[src/rtl/wb_async_sram_pkg.sv]
// ============================================================================
// Module  : wb_async_sram_pkg
// Brief   : Shared types, counter width and cycle conversion for wb_async_sram.
// Rev     : 1.0  initial release
// ============================================================================
`default_nettype none

package wb_async_sram_pkg;

  typedef enum logic [1:0] {
    IDLE  = 2'd0,
    READ  = 2'd1,
    WRITE = 2'd2,
    HOLD  = 2'd3
  } state_t;

  localparam int CNT_W = 8;

  // Whole clocks needed to cover ns at clk_hz, rounded up.
  function automatic int cycles(input int ns, input longint clk_hz);
    longint num;
    num = longint'(ns) * clk_hz + 64'sd999_999_999;
    return int'(num / 64'sd1_000_000_000);
  endfunction

endpackage

`default_nettype wire

[src/rtl/wb_async_sram_if.sv]
// ============================================================================
// Module  : wb_async_sram_if
// Brief   : Wishbone pipelined slave bus plus asynchronous SRAM pin bundle.
// Rev     : 1.0  initial release
// ============================================================================
`default_nettype none

interface wb_async_sram_if #(
  parameter int AW = 16,
  parameter int DW = 16
) ();

  logic          wb_cyc;
  logic          wb_stb;
  logic          wb_we;
  logic [AW-1:0] wb_addr;
  logic [DW-1:0] wb_wdata;
  logic [1:0]    wb_sel;
  logic          wb_stall;
  logic          wb_ack;
  logic [DW-1:0] wb_rdata;

  logic          sram_ce_n;
  logic          sram_oe_n;
  logic          sram_we_n;
  logic          sram_lb_n;
  logic          sram_ub_n;
  logic          sram_drive;
  logic [AW-1:0] sram_addr;
  logic [DW-1:0] sram_wdata;
  logic [DW-1:0] sram_rdata;

  modport slave (
    input  wb_cyc, wb_stb, wb_we, wb_addr, wb_wdata, wb_sel,
    output wb_stall, wb_ack, wb_rdata,
    output sram_ce_n, sram_oe_n, sram_we_n, sram_lb_n, sram_ub_n,
    output sram_drive, sram_addr, sram_wdata,
    input  sram_rdata
  );

  modport master (
    output wb_cyc, wb_stb, wb_we, wb_addr, wb_wdata, wb_sel,
    input  wb_stall, wb_ack, wb_rdata,
    input  sram_ce_n, sram_oe_n, sram_we_n, sram_lb_n, sram_ub_n,
    input  sram_drive, sram_addr, sram_wdata,
    output sram_rdata
  );

endinterface

`default_nettype wire

[src/rtl/wb_async_sram_cycle_timer.sv]
// ============================================================================
// Module  : sram_cycle_timer
// Brief   : Down-counter that flags the final clock of a timed SRAM phase.
// Rev     : 1.0  initial release
// ============================================================================
`default_nettype none

module sram_cycle_timer
  import wb_async_sram_pkg::*;
#(
  parameter int W = CNT_W
) (
  input  logic         clk,
  input  logic         rst,
  input  logic         start,
  input  logic [W-1:0] load,
  output logic         done
);

  logic [W-1:0] count;
  logic         running;

  always_ff @(posedge clk) begin
    if (rst) begin
      count   <= '0;
      running <= 1'b0;
    end else if (start) begin
      count   <= load;
      running <= 1'b1;
    end else if (running) begin
      if (count == '0) begin
        running <= 1'b0;
      end else begin
        count <= count - 1'b1;
      end
    end
  end

  assign done = running && (count == '0);

endmodule

`default_nettype wire

[src/rtl/wb_async_sram.sv]
// ============================================================================
// Module  : wb_async_sram
// Brief   : Wishbone pipelined slave driving a 12ns-class asynchronous SRAM.
//           SRAM_PIPE_READ_EN: back-to-back reads skip the idle turnaround.
// Rev     : 1.0  initial release
// ============================================================================
`default_nettype none

module wb_async_sram
  import wb_async_sram_pkg::*;
#(
  parameter int AW       = 16,
  parameter int DW       = 16,
  parameter int RDCYCLES = cycles(12, 100_000_000),
  parameter int WRCYCLES = cycles(12, 100_000_000)
) (
  input  logic           i_clk,
  input  logic           i_reset,
  wb_async_sram_if.slave bus
);

  localparam logic [CNT_W-1:0] RD_LOAD = CNT_W'(RDCYCLES - 1);
  localparam logic [CNT_W-1:0] WR_LOAD = CNT_W'(WRCYCLES - 1);

  state_t           state;
  state_t           next_state;
  logic             idle_accept;
  logic             pipe_accept;
  logic             accept;
  logic             stall;
  logic             timer_done;
  logic [CNT_W-1:0] timer_load;

  logic             keep_ack;
  logic             ack;
  logic             ce_n;
  logic             oe_n;
  logic             we_n;
  logic             lb_n;
  logic             ub_n;
  logic             drive;
  logic [AW-1:0]    addr;
  logic [DW-1:0]    wdata;
  logic [DW-1:0]    rdata;

  assign idle_accept = (state == IDLE) && bus.wb_cyc && bus.wb_stb;

`ifdef SRAM_PIPE_READ_EN
  assign pipe_accept = (state == READ) && timer_done && bus.wb_cyc
                       && bus.wb_stb && !bus.wb_we;
`else
  assign pipe_accept = 1'b0;
`endif

  sram_cycle_timer #(
    .W (CNT_W)
  ) u_timer (
    .clk   (i_clk),
    .rst   (i_reset),
    .start (accept),
    .load  (timer_load),
    .done  (timer_done)
  );

  always_ff @(posedge i_clk) begin
    if (i_reset) begin
      state <= IDLE;
    end else begin
      state <= next_state;
    end
  end

  always_comb begin
    next_state = state;
    case (state)
      IDLE:    if (idle_accept) next_state = bus.wb_we ? WRITE : READ;
      READ:    if (timer_done && !pipe_accept) next_state = IDLE;
      WRITE:   if (timer_done) next_state = HOLD;
      HOLD:    next_state = IDLE;
      default: next_state = IDLE;
    endcase
  end

  always_comb begin
    stall      = (state != IDLE) && !pipe_accept;
    accept     = idle_accept || pipe_accept;
    timer_load = bus.wb_we ? WR_LOAD : RD_LOAD;
  end

  // Completion updates come first so a pipelined accept can override them.
  always_ff @(posedge i_clk) begin
    if (i_reset) begin
      keep_ack <= 1'b0;
      ack      <= 1'b0;
      ce_n     <= 1'b1;
      oe_n     <= 1'b1;
      we_n     <= 1'b1;
      lb_n     <= 1'b1;
      ub_n     <= 1'b1;
      drive    <= 1'b0;
      addr     <= '0;
      wdata    <= '0;
      rdata    <= '0;
    end else begin
      ack <= 1'b0;
      if ((state != IDLE) && !bus.wb_cyc) begin
        keep_ack <= 1'b0;
      end

      case (state)
        READ: begin
          if (timer_done) begin
            ce_n <= 1'b1;
            oe_n <= 1'b1;
            if (keep_ack && bus.wb_cyc) begin
              rdata <= bus.sram_rdata;
              ack   <= 1'b1;
            end
          end
        end
        WRITE: begin
          if (timer_done) begin
            we_n <= 1'b1;
            ack  <= keep_ack && bus.wb_cyc;
          end
        end
        HOLD: begin
          ce_n  <= 1'b1;
          drive <= 1'b0;
        end
        default: ;
      endcase

      if (accept) begin
        keep_ack <= 1'b1;
        addr     <= bus.wb_addr;
        lb_n     <= !bus.wb_sel[0];
        ub_n     <= !bus.wb_sel[1];
        ce_n     <= 1'b0;
        if (bus.wb_we) begin
          wdata <= bus.wb_wdata;
          drive <= 1'b1;
          we_n  <= 1'b0;
          oe_n  <= 1'b1;
        end else begin
          drive <= 1'b0;
          we_n  <= 1'b1;
          oe_n  <= 1'b0;
        end
      end
    end
  end

  assign bus.wb_stall   = stall;
  assign bus.wb_ack     = ack;
  assign bus.wb_rdata   = rdata;
  assign bus.sram_ce_n  = ce_n;
  assign bus.sram_oe_n  = oe_n;
  assign bus.sram_we_n  = we_n;
  assign bus.sram_lb_n  = lb_n;
  assign bus.sram_ub_n  = ub_n;
  assign bus.sram_drive = drive;
  assign bus.sram_addr  = addr;
  assign bus.sram_wdata = wdata;

endmodule

`default_nettype wire

[src/flat_wrapper.sv]
// flat-port wrapper written by rule: the top's interface ports become plain ports
module wb_async_sram_flat import wb_async_sram_pkg::*;
#(
  parameter int AW       = 16,
  parameter int DW       = 16,
  parameter int RDCYCLES = cycles(12, 100_000_000),
  parameter int WRCYCLES = cycles(12, 100_000_000)
)
  (i_clk, i_reset, bus_wb_cyc, bus_wb_stb, bus_wb_we, bus_wb_addr, bus_wb_wdata, bus_wb_sel, bus_wb_stall, bus_wb_ack, bus_wb_rdata, bus_sram_ce_n, bus_sram_oe_n, bus_sram_we_n, bus_sram_lb_n, bus_sram_ub_n, bus_sram_drive, bus_sram_addr, bus_sram_wdata, bus_sram_rdata);
  wb_async_sram_if #(.AW(AW), .DW(DW)) bus_i ();
  input  logic i_clk;
  input  logic i_reset;
  input wire logic [$bits(bus_i.wb_cyc)-1:0] bus_wb_cyc;
  input wire logic [$bits(bus_i.wb_stb)-1:0] bus_wb_stb;
  input wire logic [$bits(bus_i.wb_we)-1:0] bus_wb_we;
  input wire logic [$bits(bus_i.wb_addr)-1:0] bus_wb_addr;
  input wire logic [$bits(bus_i.wb_wdata)-1:0] bus_wb_wdata;
  input wire logic [$bits(bus_i.wb_sel)-1:0] bus_wb_sel;
  output wire logic [$bits(bus_i.wb_stall)-1:0] bus_wb_stall;
  output wire logic [$bits(bus_i.wb_ack)-1:0] bus_wb_ack;
  output wire logic [$bits(bus_i.wb_rdata)-1:0] bus_wb_rdata;
  output wire logic [$bits(bus_i.sram_ce_n)-1:0] bus_sram_ce_n;
  output wire logic [$bits(bus_i.sram_oe_n)-1:0] bus_sram_oe_n;
  output wire logic [$bits(bus_i.sram_we_n)-1:0] bus_sram_we_n;
  output wire logic [$bits(bus_i.sram_lb_n)-1:0] bus_sram_lb_n;
  output wire logic [$bits(bus_i.sram_ub_n)-1:0] bus_sram_ub_n;
  output wire logic [$bits(bus_i.sram_drive)-1:0] bus_sram_drive;
  output wire logic [$bits(bus_i.sram_addr)-1:0] bus_sram_addr;
  output wire logic [$bits(bus_i.sram_wdata)-1:0] bus_sram_wdata;
  input wire logic [$bits(bus_i.sram_rdata)-1:0] bus_sram_rdata;
  assign bus_i.wb_cyc = bus_wb_cyc;
  assign bus_i.wb_stb = bus_wb_stb;
  assign bus_i.wb_we = bus_wb_we;
  assign bus_i.wb_addr = bus_wb_addr;
  assign bus_i.wb_wdata = bus_wb_wdata;
  assign bus_i.wb_sel = bus_wb_sel;
  assign bus_wb_stall = bus_i.wb_stall;
  assign bus_wb_ack = bus_i.wb_ack;
  assign bus_wb_rdata = bus_i.wb_rdata;
  assign bus_sram_ce_n = bus_i.sram_ce_n;
  assign bus_sram_oe_n = bus_i.sram_oe_n;
  assign bus_sram_we_n = bus_i.sram_we_n;
  assign bus_sram_lb_n = bus_i.sram_lb_n;
  assign bus_sram_ub_n = bus_i.sram_ub_n;
  assign bus_sram_drive = bus_i.sram_drive;
  assign bus_sram_addr = bus_i.sram_addr;
  assign bus_sram_wdata = bus_i.sram_wdata;
  assign bus_i.sram_rdata = bus_sram_rdata;
  wb_async_sram #(.AW(AW), .DW(DW), .RDCYCLES(RDCYCLES), .WRCYCLES(WRCYCLES)) u_core (.i_clk(i_clk), .i_reset(i_reset), .bus(bus_i));
endmodule
[config.mk]
export PLATFORM = sky130hd
export DESIGN_NAME = wb_async_sram_flat
export DESIGN_NICKNAME = d
export VERILOG_FILES = /design/src/rtl/wb_async_sram_pkg.sv /design/src/rtl/wb_async_sram_if.sv /design/src/rtl/wb_async_sram_cycle_timer.sv /design/src/rtl/wb_async_sram.sv /design/src/flat_wrapper.sv
export SDC_FILE = /design/constraint.sdc
export NUM_CORES = 1
export LEC_CHECK = 0
export BUFFER_PORTS_ARGS = -buffer_cell sky130_fd_sc_hd__buf_2
export CORE_MARGIN = 8
export CORE_UTILIZATION = 50
export DETAILED_ROUTE_END_ITERATION = 10
export PLACE_DENSITY = 0.93
export SLEW_MARGIN = 5
export SYNTH_ARGS = -nofsm -noshare
export SYNTH_HDL_FRONTEND = slang
export SYNTH_SLANG_ARGS = --single-unit
[constraint.sdc]
create_clock -name i_clk -period 3 [get_ports i_clk]
set_input_delay 0.45 -clock i_clk [delete_from_list [all_inputs] [get_ports i_clk]]
set_output_delay 0.45 -clock i_clk [all_outputs]
set_load 0.05 [all_outputs]
* Word level (Yosys, flattened, before mapping)
Cells that the tools add are included.
** Cells by class
- Reduce and logical (&&, ||, !) cells :: 27
- Multiplexer cells :: 28
- Bitwise gates (word level) :: 1
- Add/subtract/negate cells :: 1
- Equality and inequality tests :: 8
** Operator list (number)
- $mux 1 :: 21
- $reduce_bool 2->1 :: 7
- $reduce_and 2->1 :: 6
- $logic_not 8->1 :: 1
- $mux 2 :: 4
- $ne 2x1->1 const B :: 4
- $pmux 2 s4 :: 1
- $sub 8x1->8 const B :: 1
- $reduce_and 3->1 :: 2
- $logic_and 1x1->1 :: 5
- $eq 2x2->1 const B :: 2
- $pmux 1 s2 :: 2
- $logic_not 1->1 :: 3
- $ne 3x1->1 const B :: 1
- $reduce_bool 3->1 :: 1
- $eq 2x1->1 const B :: 1
- $logic_not 2->1 :: 1
- $reduce_or 2->1 :: 1
- $not 1->1 :: 1
** Word-level totals
- Word-level logic and storage cells :: 80
- Output and inout port bits :: 56
- Register bits after elaboration :: 67
- Bits of input ports :: 55

* Longest topological paths before layout
Gate-level depths: netlist of run 1.
- Depth after elaboration :: 5
- Gate-level depth with buffers :: 8
- Mapped depth without buffers :: 6

* Modules after synthesis
A second synthesis of run 1 with hierarchy kept.
** Unflattened totals
- Cell total of the unflattened synthesis :: 327
- Area, all modules :: 2861.5 um^2
** By module, submodules not included
- wb_async_sram :: cells an instance 264, sequential area each 1161.1 um^2, area each 2326.0 um^2, times used 1
- sram_cycle_timer :: cells an instance 63, sequential area each 180.2 um^2, area each 535.5 um^2, times used 1

* Worst setup path before layout of run 1
OpenSTA, ideal clock, no wires.
- Path type :: flip-flop to flip-flop
- Start point :: register u_core.u_timer.count[0]
- End point :: register u_core.rdata[10] (netlist: u_core.bus.wb_rdata[10])
- Setup slack :: 0.966 ns
- Data arrival time :: 1.907 ns
- Period minus slack after synthesis :: 2.034 ns
- Buffers on the path :: 2
- Cell stages (with the launch flop) :: 9
- Required time :: 2.872 ns
- Setup time :: 0.128 ns
- Cells stage by stage :: dfxtp_1 inv_1 ha_1 or4bb_1 or3_1 buf_6 buf_6 mux2i_1 nor2_1
** Between the ends
- Word-level cells in the longest chain between the ends :: 3
** RTL lines
- start, declared :: RTL line wb_async_sram_cycle_timer.sv:20 : logic [W-1:0] count;
- start signal, assigned :: RTL line wb_async_sram_cycle_timer.sv:28 : count <= load;
- start signal, assigned :: RTL line wb_async_sram_cycle_timer.sv:34 : count <= count - 1'b1;
- $logic_not 8->1 :: RTL line wb_async_sram_cycle_timer.sv:39 : assign done = running && (count == '0);
- $logic_and 1x1->1 :: RTL line wb_async_sram_cycle_timer.sv:39
- $reduce_and 3->1 (no line)
- end signal, assigned :: RTL line wb_async_sram.sv:116 : rdata <= bus.sram_rdata;
- end, declared :: RTL line wb_async_sram.sv:44 : logic [DW-1:0] rdata;
Every way passes these cells.
A chain may end at the register's enable or synchronous reset.

* Worst setup path after layout of run 1
- Start point :: register u_core.u_timer.count[0]
- End point :: register u_core.rdata[9] (netlist: u_core.bus.wb_rdata[9])
The elaborated chain is that of the path after synthesis.

==> qor.yml, run 1 <==
run_status:
  status: "finished, final reports clean"
critical_path:
  r2r-end: "u_core.bus.wb_rdata[9]$_SDFFE_PP0P_"
  rrSetupSlack_ps: 580
  path_cells: "inv_1 > ha_1 > or4bb_1 > or3_1 > mux2i_1 > nor2_1"
  critPathRequiredTime_ps: 3190
  reg2reg_depth: 6
  crit_slowest_cell: "or3_1"
  slowest_delay_ps: 740
  worst_ep_arrival_time_ps: 2610
  path_class: "flop to flop"
  rr_startpoint: "u_core.u_timer.count[0]$_SDFFE_PP0P_"
  worst_setup_path_start_kind: "flop"
  endpoint_kind: "flop"
  cp_max_fo: 16
die:
  initial_core_util: 0.525
  coreArea_um2: 4790
  io_pins: 111
  die_h_um: 86.9
  fp-row-count: 25
  dieArea_um2: 7550
  die_w_um: 86.9
timing:
  drv_slew: 0
  layout_setup_ws_ps: 584
  tightest_slew_ps: 880
  fin_tns_setup_ps: 0
  rsz0062_at_grt: "false"
  timing.final.crit_share: 0.805
  slew_headroom: 0.414
  timing_hold_violations_final: 0
  fmax_mhz: 414
  layout_min_cycle_time_ps: 2420
  setup_viol: 0
  clock-skew-final_ps: 5.80
yosys:
  synth_edf_count: 0
  synth.avg_cell_area_um2: 9.55
  syn_area_um2: 2510
  ys.flop_type: "dfxtp_1"
  yosysSeqAreaShare: 0.534
  yosys.area.top_type: "dfxtp_1"
  synth.distinct_cells: 35
  synth_cells: 263
  synthTopCellsByArea: "dfxtp_1 53%, mux2i_1 6.4%, nand2_1 5.7%"
  async_flop_share: 0
  synth-seq-cells: 67
  ys_warn_count: 0
  synth_top_cell_area_share: 0.534
  synthesis.nets: 325
global_route:
  grt_pass1_wl_um: 10400
  track_usage: 0.173
  antenna_found_initial: 0
  use_met2: 0.289
  grt_pass1_vias: 2295
  met1_usage: 0.185
  use_met3: 0.0755
  grt.busiest_layer: "met2"
  grt_max_degree: 47
  grt_overflow_total: 0
final_layout:
  mostFrequentLayoutCell: "buf_2"
  drive_above_1_share: 0.341
  diodes: 0
  mostFrequentLayoutCells: "110 x buf_2, 67 x dfxtp_1, 38 x nand2_1"
  syn_to_final_growth_pct: 30.3
  final_cell_area_um2: 3270
  stdcell_count: 442
  num-nets-final: 433
worst_hold_path:
  hp-start: "bus_wb_wdata[11]"
  worstHoldPathCells: 2
  hold_path_class: "input port to flop"
  min_to: "u_core.bus.sram_wdata[11]$_SDFFE_PP0P_"
clock_tree:
  cts.sinks: 67
  cts_buffers: 9
  clk_latency_ps: 330
  cts_resized: 0
  cts.reportedPaths.clkPinSlew_ps: 70
  cts.path.max_buffers: 2
  hold_buffers: 0
  clock-root-buffer: "clkbuf_8"
  htreeDepth: 3
  cts_tree: "built"
  post_cts_buffers: 0
place:
  post-dp-hpwl_um: 4770
  dpl_cell_area_um2: 3090
  dp_slack_ps: 606
  gp_congestion: 0.759
  io_buffers: 110
  post-place-cells: 427
power:
  ir_drop_mv: 0.413
  leakagePower_nw: 1.64
  p_per_area_nw_per_um2: 709
drt:
  antenna_left: 0
  vias: 2259
  firstDrtPassIters: 4
  route.detailed.drc: 0
  via_per_inst: 5.11
  drt_iter0_drc: 145
  totalWireLength_um: 6450
  routed_wire_length_per_instance_um: 14.6
flow_run:
  drv_cap: 0
==> registers in the layout (all words and copies together) (netlist names), 2 cells and up <==
signal / count
u_core.bus.sram_wdata: 16
u_core.u_timer.count: 8
u_core.bus.wb_rdata: 16
u_core.bus.sram_addr: 16
u_core.state: 2
==> worst max path at each step <==
| stage | startpoint | endpoint | slack [ps] | depth (start not counted) |
|---|---|---|---|---|
| after floorplan | u_core.u_timer.count[0]$_SDFFE_PP0P_ | u_core.bus.wb_rdata[10]$_SDFFE_PP0P_ | 970 | 8 |
| after global placement | u_core.u_timer.count[0]$_SDFFE_PP0P_ | u_core.bus.wb_rdata[3]$_SDFFE_PP0P_ | 710 | 6 |
| after detailed placement | u_core.u_timer.count[0]$_SDFFE_PP0P_ | u_core.bus.wb_rdata[9]$_SDFFE_PP0P_ | 610 | 6 |
| after CTS | u_core.u_timer.count[0]$_SDFFE_PP0P_ | u_core.bus.wb_rdata[9]$_SDFFE_PP0P_ | 570 | 6 |
| after global routing | u_core.u_timer.count[1]$_SDFFE_PP0P_ | u_core.bus.wb_rdata[6]$_SDFFE_PP0P_ | 430 | 6 |
| final | u_core.u_timer.count[0]$_SDFFE_PP0P_ | u_core.bus.wb_rdata[9]$_SDFFE_PP0P_ | 580 | 6 |
==> power breakdown <==
| group | switching, mW | internal (mW) | total (mW) |
|---|---|---|---|
| logic | 0.432 | 0.183 | 0.615 |
| clock network | 0.323 | 0.373 | 0.696 |
| registers | 0.0467 | 0.962 | 1.01 |
==> critical path: cells and delay by family (launching register included) <==
| family | cells | cell delay (ps) |
|---|---|---|
| AND/OR/NAND/NOR | 3 | 1350 |
| adder cells (fa/ha/maj) | 1 | 190 |
| buffers and inverters | 1 | 90 |
| flip-flops | 1 | 330 |
| multiplexers | 1 | 310 |
==> per-stage QoR <==
step           hold WS, ps  power, mW   util
2_1_floorplan          444       1.48      -
3_3_place_gp           438       1.62  0.646
3_5_place_dp           446       1.64  0.646
4_1_cts                309       2.34  0.684
5_1_grt                306       2.44  0.684
6_report               321       2.32  0.684
==> cell families after synthesis <==
logic type | after synthesis | share of synthesized area
compound gates | 62 | 0.166
xor+xnor | 4 | 0.0140
fa+ha+maj | 7 | 0.0349
buf+inv | 24 | 0.0424
flops | 67 | 0.534
mux | 16 | 0.0638
simple gates | 83 | 0.145
==> layer usage <==
layer	part of all wire	up-vias
met4	0.016	0
met2	0.48	84
met3	0.093	12
met5	0	-
met1	0.41	1042
li1	-	1121
==> synthesized netlist by cell type (2+ instances only) <==
library cell,count
nand2_1,38
nand3_1,2
inv_1,8
nor2_1,27
buf_6,2
a211o_1,3
mux2i_1,16
nand2b_1,3
xnor2_1,2
or3_1,3
a21oi_1,27
nor3_1,2
clkbuf_1,13
nor2b_1,3
xor2_1,2
dfxtp_1,67
o21ai_0,4
ha_1,7
a22o_1,16
a311oi_1,2
a211oi_1,2
==> area by class of cell <==
| cell class | count | area (um^2) |
|---|---|---|
| Inverter | 8 | 30.0 |
| Timing Repair Buffer | 113 | 573 |
| Tap cell | 67 | 83.8 |
| Clock buffer | 9 | 124 |
| Sequential cell | 67 | 1340 |
| Clock inverter | 6 | 57.6 |
| Fill cell | 408 | 1510 |
| Multi-Input combinational cell | 172 | 1060 |
No activity file was read; power rests on OpenSTA's default activity.
==> run 2: changes to the inputs <==
--- a/config.mk
+++ b/config.mk
@@ -7,9 +7,9 @@
 export LEC_CHECK = 0
 export BUFFER_PORTS_ARGS = -buffer_cell sky130_fd_sc_hd__buf_2
 export CORE_MARGIN = 8
-export CORE_UTILIZATION = 50
+export CORE_UTILIZATION = 42
 export DETAILED_ROUTE_END_ITERATION = 10
-export PLACE_DENSITY = 0.93
+export PLACE_DENSITY = 0.84
 export SLEW_MARGIN = 5
 export SYNTH_ARGS = -nofsm -noshare
 export SYNTH_HDL_FRONTEND = slang
==> constraint.sdc (replaced) <==
create_clock -name i_clk -period 2 [get_ports i_clk]
set_input_delay 0.3 -clock i_clk [delete_from_list [all_inputs] [get_ports i_clk]]
set_output_delay 0.3 -clock i_clk [all_outputs]
set_load 0.05 [all_outputs]
==> qor.yml, run 2 (same netlist as run 1, synthesis figures left out) <==
die:
  dieArea_um2: 8710
  fp-row-count: 28
  die_w_um: 93.3
  io_pins: 111
  initial_core_util: 0.429
  die_h_um: 93.3
  coreArea_um2: 5850
power:
  swShare: 0.343
  intPower_mw: 2.37
  power_frac_clock: 0.309
  ir_drop_mv: 0.655
  pwr-share-comb: 0.272
  leakagePower_nw: 1.70
  p_seq_frac: 0.419
  p_per_area_nw_per_um2: 1050
  finalPower_mw: 3.61
  switching_power_mw: 1.24
critical_path:
  cp_max_fo: 8
  worst_ep_arrival_time_ps: 2160
  path_class: "flop to flop"
  endpoint_kind: "flop"
  reg2reg_depth: 7
  worst_setup_path_start_kind: "flop"
  rrSetupSlack_ps: 60
  r2r-end: "u_core.bus.wb_rdata[11]$_SDFFE_PP0P_"
  critPathRequiredTime_ps: 2220
  rr_startpoint: "u_core.u_timer.count[1]$_SDFFE_PP0P_"
drt:
  drt_iter0_drc: 86
  antenna_left: 0
  totalWireLength_um: 6540
  vias: 2298
  firstDrtPassIters: 4
  via_per_inst: 5.00
  routed_wire_length_per_instance_um: 14.2
  route.detailed.drc: 0
worst_hold_path:
  min_to: "u_core.bus.sram_wdata[8]$_SDFFE_PP0P_"
  worstHoldPathCells: 2
  hp-start: "bus_wb_wdata[8]"
  hold_path_class: "input port to flop"
timing:
  drv_slew: 0
  setup_viol: 0
  slew_headroom: 0.596
  rsz0062_at_grt: "false"
  layout_min_cycle_time_ps: 1940
  timing_hold_violations_final: 0
  fmax_mhz: 515
  tightest_slew_ps: 605
  timing.final.crit_share: 0.971
  clock-skew-final_ps: 7.23
  fin_tns_setup_ps: 0
place:
  gp_congestion: 0.858
  post-dp-hpwl_um: 4930
  io_buffers: 110
clock_tree:
  clk_latency_ps: 330
  cts_tree: "built"
  cts.sinks: 67
  htreeDepth: 3
  cts.path.max_buffers: 2
  cts.reportedPaths.clkPinSlew_ps: 70
  hold_buffers: 0
  cts_buffers: 9
  clock-root-buffer: "clkbuf_8"
final_layout:
  mostFrequentLayoutCell: "buf_2"
  nFillCells: 487
  drive_above_1_share: 0.382
  syn_to_final_growth_pct: 36.8
  diodes: 0
  num-nets-final: 442
  mostFrequentLayoutCells: "110 x buf_2, 65 x dfxtp_1, 38 x nand2_1"
global_route:
  grt_overflow_total: 0
  antenna_found_initial: 0
  grt_max_degree: 35
  track_usage: 0.151
  grt_pass1_wl_um: 10600
  grt_pass1_vias: 2404
run_status:
  status: "finished, final reports clean"
flow_run:
  drv_cap: 0
run 2: cell types whose count changed in the layout (fill, tap and decap cells not counted), moves of 2 or more:
cell and delta:
mux2i_1 -2, buf_4 +7, mux2i_2 +2, dfxtp_1 -2, clkinv_2 -2, dfxtp_2 +2
run 2: worst max-delay path by stage:
stage	start	to	slack, ps	depth (start not counted)
2_1_floorplan	u_core.u_timer.count[0]$_SDFFE_PP0P_	u_core.bus.wb_rdata[10]$_SDFFE_PP0P_	60	8
3_3_place_gp	u_core.u_timer.count[0]$_SDFFE_PP0P_	u_core.bus.wb_rdata[14]$_SDFFE_PP0P_	100	7
3_5_place_dp	u_core.u_timer.count[0]$_SDFFE_PP0P_	u_core.bus.wb_rdata[4]$_SDFFE_PP0P_	2	7
4_1_cts	u_core.u_timer.count[0]$_SDFFE_PP0P_	u_core.bus.wb_rdata[4]$_SDFFE_PP0P_	2	7
5_1_grt	u_core.u_timer.count[1]$_SDFFE_PP0P_	u_core.bus.wb_rdata[12]$_SDFFE_PP0P_	5	7
6_report	u_core.u_timer.count[1]$_SDFFE_PP0P_	u_core.bus.wb_rdata[11]$_SDFFE_PP0P_	60	7
run 2: what timing repair did:
action                                  CTS  global route
setup buffers                             0             1
gates resized for setup                   0             8
endpoints found under the setup margin    0            32
run 2: critical path, cell delays in order (launching register included):
cell	delay (ps)
dfxtp_2	330
inv_1	100
ha_4	140
or4bb_4	470
or3_4	390
clkbuf_16	190
mux2i_1	160
nor2_1	60
run 2: metal layers:
metal	part of all wire	wire (um)	track usage
met1	0.43	2800	0.168
met2	0.48	3130	0.249
met3	0.081	531	0.0545
met4	0.012	78	0.0765
met5	0	0	0
run 2: cell type report:
class                      instances  area, um^2  share of cell area
clock inverter                     6        63.8              0.0186
inverter                           8        30.0             0.00874
sequential                        67        1340               0.391
tap                               75        93.8              0.0273
timing repair buffer             122         671               0.195
clock buffer                      10         138              0.0401
multi-input combinational        172        1090               0.319
run 2: stage by stage:
| step | instance area (um^2) | worst slack (ps) | hold WS, ps | instances | utilization |
|---|---|---|---|---|---|
| final | 3430 | 57.4 | 176 | 460 | 0.587 |
| after global routing | 3430 | 5.16 | 159 | 460 | 0.587 |
| after CTS | 3370 | 2.23 | 153 | 458 | 0.577 |
| after detailed placement | 3170 | 2.25 | 444 | 442 | 0.542 |
| after global placement | 3170 | 100 | 439 | 442 | 0.542 |
| after floorplan | 2520 | 64.1 | 426 | 263 | - |
run 2: power groups by stage:
stage | logic (mW) | registers (mW) | clock network [mW]
2_1_floorplan | 0.443 | 1.78 | 0
3_3_place_gp | 0.950 | 1.53 | 0
3_5_place_dp | 0.968 | 1.54 | 0
4_1_cts | 0.973 | 1.51 | 1.16
5_1_grt | 1.07 | 1.53 | 1.22
6_report | 0.983 | 1.51 | 1.12
